File: src/rtl/scan_sequencer_if.sv
// Control and select-code bundle between the scan sequencer and its controller.
// The master drives the scan controls; the slave (sequencer) returns sel/wrap/busy.
`timescale 1ns/1ps
interface scan_sequencer_if #(
  parameter int DWELL_W = 8
);
  logic               run;
  logic               step;
  logic               dir;
  logic               load;
  logic [2:0]         load_val;
  logic [DWELL_W-1:0] dwell;
  logic [2:0]         sel;
  logic               wrap;
  logic               busy;

  modport master (
    output run, step, dir, load, load_val, dwell,
    input  sel, wrap, busy
  );

  modport slave (
    input  run, step, dir, load, load_val, dwell,
    output sel, wrap, busy
  );
endinterface

File: src/rtl/scan_sequencer.sv
// 3-bit select-code sequencer (scan with dwell / single-step / direct load) for the 3-to-8 decoder.
// All outputs registered, one edge from inputs; no backpressure, every input is acted on the edge it is sampled.
`timescale 1ns/1ps
module scan_sequencer #(
  parameter int DWELL_W = 8
) (
  input  logic              clk,
  input  logic              rst,
  scan_sequencer_if.slave   bus
);

  typedef enum logic {IDLE, RUN} state_t;

  state_t             state;
  logic [2:0]         sel_r;
  logic               wrap_r;
  logic               busy_r;
  logic               step_q;
  logic [DWELL_W-1:0] cnt;

  logic               step_rise;
  logic [2:0]         sel_nxt;
  logic               wraps;

  assign step_rise = bus.step & ~step_q;
  assign sel_nxt   = bus.dir ? (sel_r - 3'd1) : (sel_r + 3'd1);
  assign wraps     = bus.dir ? (sel_r == 3'd0) : (sel_r == 3'd7);

  assign bus.sel  = sel_r;
  assign bus.wrap = wrap_r;
  assign bus.busy = busy_r;

  always_ff @(posedge clk) begin
    if (rst) begin
      state  <= IDLE;
      sel_r  <= 3'd0;
      wrap_r <= 1'b0;
      busy_r <= 1'b0;
      step_q <= 1'b0;
      cnt    <= '0;
    end else begin
      // step_q tracks in every state so a step held across RUN cannot fire on return to IDLE
      step_q <= bus.step;
      wrap_r <= 1'b0;

      if (bus.load) begin
        sel_r <= bus.load_val;
        cnt   <= '0;
      end

      unique case (state)
        IDLE: begin
          if (bus.run) begin
            state  <= RUN;
            busy_r <= 1'b1;
            cnt    <= '0;
          end else if (step_rise && !bus.load) begin
            sel_r  <= sel_nxt;
            wrap_r <= wraps;
          end
        end
        RUN: begin
          if (!bus.run) begin
            state  <= IDLE;
            busy_r <= 1'b0;
            cnt    <= '0;
          end else if (!bus.load) begin
            // live compare: lowering dwell below the running count advances on the next edge
            if (cnt >= bus.dwell) begin
              sel_r  <= sel_nxt;
              wrap_r <= wraps;
              cnt    <= '0;
            end else begin
              cnt <= cnt + DWELL_W'(1);
            end
          end
        end
        default: begin
          state  <= IDLE;
          busy_r <= 1'b0;
        end
      endcase
    end
  end

endmodule

File: src/flat_wrapper.sv
// flat-port wrapper written by rule: the top's interface ports become plain ports
module scan_sequencer_flat 
#(
  parameter int DWELL_W = 8
)
  (clk, rst, bus_run, bus_step, bus_dir, bus_load, bus_load_val, bus_dwell, bus_sel, bus_wrap, bus_busy);
  scan_sequencer_if #(.DWELL_W(DWELL_W)) bus_i ();
  input  logic clk;
  input  logic rst;
  input wire logic [$bits(bus_i.run)-1:0] bus_run;
  input wire logic [$bits(bus_i.step)-1:0] bus_step;
  input wire logic [$bits(bus_i.dir)-1:0] bus_dir;
  input wire logic [$bits(bus_i.load)-1:0] bus_load;
  input wire logic [$bits(bus_i.load_val)-1:0] bus_load_val;
  input wire logic [$bits(bus_i.dwell)-1:0] bus_dwell;
  output wire logic [$bits(bus_i.sel)-1:0] bus_sel;
  output wire logic [$bits(bus_i.wrap)-1:0] bus_wrap;
  output wire logic [$bits(bus_i.busy)-1:0] bus_busy;
  assign bus_i.run = bus_run;
  assign bus_i.step = bus_step;
  assign bus_i.dir = bus_dir;
  assign bus_i.load = bus_load;
  assign bus_i.load_val = bus_load_val;
  assign bus_i.dwell = bus_dwell;
  assign bus_sel = bus_i.sel;
  assign bus_wrap = bus_i.wrap;
  assign bus_busy = bus_i.busy;
  scan_sequencer #(.DWELL_W(DWELL_W)) u_core (.clk(clk), .rst(rst), .bus(bus_i));
endmodule
File: config.mk
export PLATFORM = sky130hd
export DESIGN_NAME = scan_sequencer_flat
export DESIGN_NICKNAME = d
export VERILOG_FILES = /design/src/rtl/scan_sequencer_if.sv /design/src/rtl/scan_sequencer.sv /design/src/flat_wrapper.sv
export SDC_FILE = /design/constraint.sdc
export NUM_CORES = 1
export LEC_CHECK = 0
export BUFFER_PORTS_ARGS = -buffer_cell sky130_fd_sc_hd__buf_4
export CAP_MARGIN = 10
export CORE_ASPECT_RATIO = 0.7
export CORE_MARGIN = 2
export CORE_UTILIZATION = 55
export DETAILED_ROUTE_END_ITERATION = 12
export HOLD_SLACK_MARGIN = 0.03
export PLACE_DENSITY = 0.8
export SLEW_MARGIN = 20
export SYNTH_ARGS = -nofsm -noshare
export SYNTH_HDL_FRONTEND = slang
export SYNTH_SLANG_ARGS = --single-unit
File: constraint.sdc
create_clock -name clk -period 4.8 [get_ports clk]
set_input_delay 0 -clock clk [delete_from_list [all_inputs] [get_ports clk]]
set_output_delay 0 -clock clk [all_outputs]
set_load 0.01 [all_outputs]
==> qor.yml <==
status: "completed"
ant_nets: 0
maxSlewViolCount: 0
clk_path_buf_depth: 2
critPathMaxFanout: 9
gp_congestion: 0.8687
critPathSlowestCell: "a2111oi_4"
cts-resized-gates: 0
fmax_ghz: 0.4865
synth.distinct_cells: 42
critical-path-max-stage-delay_ns: 0.47
die_w_microns: 56.62
crit_chain: "inv_1 > ha_1 > nand2b_4 > a2111oi_4 > o211ai_4 > o32a_1 > a21oi_2"
synth_edf_count: 0
hold-worst-slack_ns: 0.04109
hold_buffers: 4
crit_family: "compound AO/OA/AOI/OAI gates"
clk_pin_slew_worst_paths_ns: 0.09
synth_fa_ha_area_frac: 0.1244
critical_path_required_ns: 5.03
first_pass_iters: 4
worstSetupPathType: "reg2reg"
cts_made_buffers: 3
post_cts_buffers: 0
relSlewSlack: 0.6220
drc: 0
cp_data_arrival_time_ns: 2.28
num_vias: 1015
hpwl_mm: 1.858
synth_top_cell_by_area: "dfxtp_1"
holdCritPathClass: "in2reg"
p_total_w: 0.0002593
fin_cells: 173
clk_latency_ns: 0.29
grt_pass1_wl_mm: 3.705
track_usage: 0.2197
synthTopCellsByArea: "dfxtp_1 28%, ha_1 11%, inv_1 5.3%"
viasPerCell: 5.867
netlist_instances: 127
port_buffers: 21
syn_area_per_cell_sq_um: 8.394
synthToLayoutAreaGrowth_pct: 21.24
maxCapViolations: 0
fin_crit_ns: 2.055
wirelength_mm: 2.342
synth_top_family_by_area: "simple AND/OR/NAND/NOR gates"
irDropWorstVdd_v: 0.0001804
coreArea_sq_um: 1838
ios: 22
grt_pass1_vias: 822
muxShareOfSynthArea: 0.01056
drive_gt1_frac: 0.2384
h-tree-depth: 1
cts_root_buffer: "clkbuf_4"
crit_buf_inv: 1
die_area_sq_um: 2312
synth-seq-cells: 15
p_per_area_nw_per_um2: 200.6
rows: 13
grt_antenna_before_repair: 0
grt_setup_unrepaired: "no"
tns_ns: 0
synth-simple-area-share: 0.2500
start_kind: "register"
final-hold-violation-count: 0
syn_nets: 154
start_util: 0.5800
synth_compound_area_frac: 0.2394
fillers: 157
synth_xor_area_frac: 0.01643
overflow: 0
synth_ff_type: "dfxtp_1"
clock_sinks: 15
num_antenna_cells: 0
ys_warn_count: 0
finClkSkew_ns: 0.003596
yosysTopAreaCellShare: 0.2817
leakage_nw: 0.5285
dp_cells: 165
drt_iter0_drc: 30
async_reset_ff_frac: 0
setup_viol: 0
netlist_area_sq_um: 1066
wl_per_cell_microns: 13.54
max_slew.worst_pin.slew_ns: 0.5591
end_kind: "register"
die_y_microns: 40.84
ys_seq_area_frac: 0.2817
grt_start_max_net_pins: 13
min_period_over_period: 0.4282
tritoncts: "built"
fin_nets: 179
==> power breakdown <==
group | leakage (nW) | switching (W) | internal [W] | total (W)
clock network | 0.0177 | 0.0000426 | 0.0000310 | 0.0000736
registers | 0.122 | 0.00000412 | 0.000128 | 0.000132
logic | 0.388 | 0.0000255 | 0.0000280 | 0.0000534
==> kinds of logic (layout without fill, tap and decap cells) <==
| kind of cell | Yosys count | after routing |
|---|---|---|
| fa+ha+maj | 10 | 10 |
| simple gates | 48 | 48 |
| xor+xnor | 2 | 2 |
| compound gates | 31 | 31 |
| buf+inv | 20 | 44 |
| mux | 1 | 1 |
| flops | 15 | 15 |
==> registers in the layout, summed over array words and instances (netlist names) <==
name	count
u_core.cnt	8
u_core.bus.sel	3
u_core.bus.busy	1
u_core.bus.wrap	1
u_core.state	1
u_core.step_q	1
==> final cells by class <==
type | count | area (sq um) | area share
well taps | 22 | 27.53 | 0.02130
multi-input cells | 92 | 683.2 | 0.5286
clock buffers | 3 | 22.52 | 0.01742
inverters | 15 | 56.30 | 0.04356
flip-flops and latches | 15 | 300.3 | 0.2323
repair buffers | 25 | 197.7 | 0.1530
clock inverters | 1 | 5.005 | 0.003872
==> path summary, 6_finish.rpt <==
path / from / endpoint / slack [ns] / cells past startpoint
setup / recovery: u_core.cnt[0] / u_core.cnt[4] / 2.74 / 7
hold / removal: bus_run / u_core.state / 0.04 / 2
setup reg to reg: u_core.cnt[0] / u_core.cnt[4] / 2.74 / 7
hold reg to reg: u_core.bus.busy / u_core.bus.busy / 0.51 / 2
==> cell usage after synthesis, types with 3 or more instances <==
| library cell | instances |
|---|---|
| nor2b_1 | 3 |
| nor3_1 | 4 |
| o21ai_0 | 4 |
| nand2_1 | 12 |
| nand4_1 | 3 |
| ha_1 | 9 |
| buf_2 | 3 |
| a21oi_1 | 8 |
| inv_1 | 15 |
| dfxtp_1 | 15 |
| nand3_1 | 4 |
| a31o_2 | 4 |
| nor2_1 | 5 |
==> metal layers <==
layer / vias up / part of all wire / GRT usage
met5: - / 0 / 0
met2: 33 / 0.45 / 0.3547
met1: 465 / 0.47 / 0.2825
met3: 4 / 0.072 / 0.08517
li1: 513 / - / -
met4: 0 / 0.0077 / 0.05357
==> stage by stage <==
step / utilization / setup WS, ns / area, sq um
finish: 0.7032 / 2.745 / 1292
detailed placement: 0.6664 / 2.756 / 1225
global route: 0.7032 / 2.560 / 1292
floorplan: - / 2.888 / 1066
global placement: 0.6664 / 2.821 / 1225
CTS: 0.7032 / 2.743 / 1292
==> cells in the final DEF, fill, tap and decap left out, drive strengths merged, types with 2 or more instances in the layout <==
master / n
inv: 15
xnor2: 2
and3: 2
nand4: 3
nor2: 6
nor4: 2
nand2b: 2
o211ai: 3
nor4b: 2
a31o: 4
o21ai: 4
a221oi: 2
buf: 21
nand2: 12
ha: 9
dfxtp: 15
or4: 2
dlygate4sd3: 4
o32a: 2
clkbuf: 3
a21oi: 9
nor2b: 3
nand3: 4
or2: 2
or3: 2
nor3: 4
Note: power is estimated with default switching activity, not from simulation.
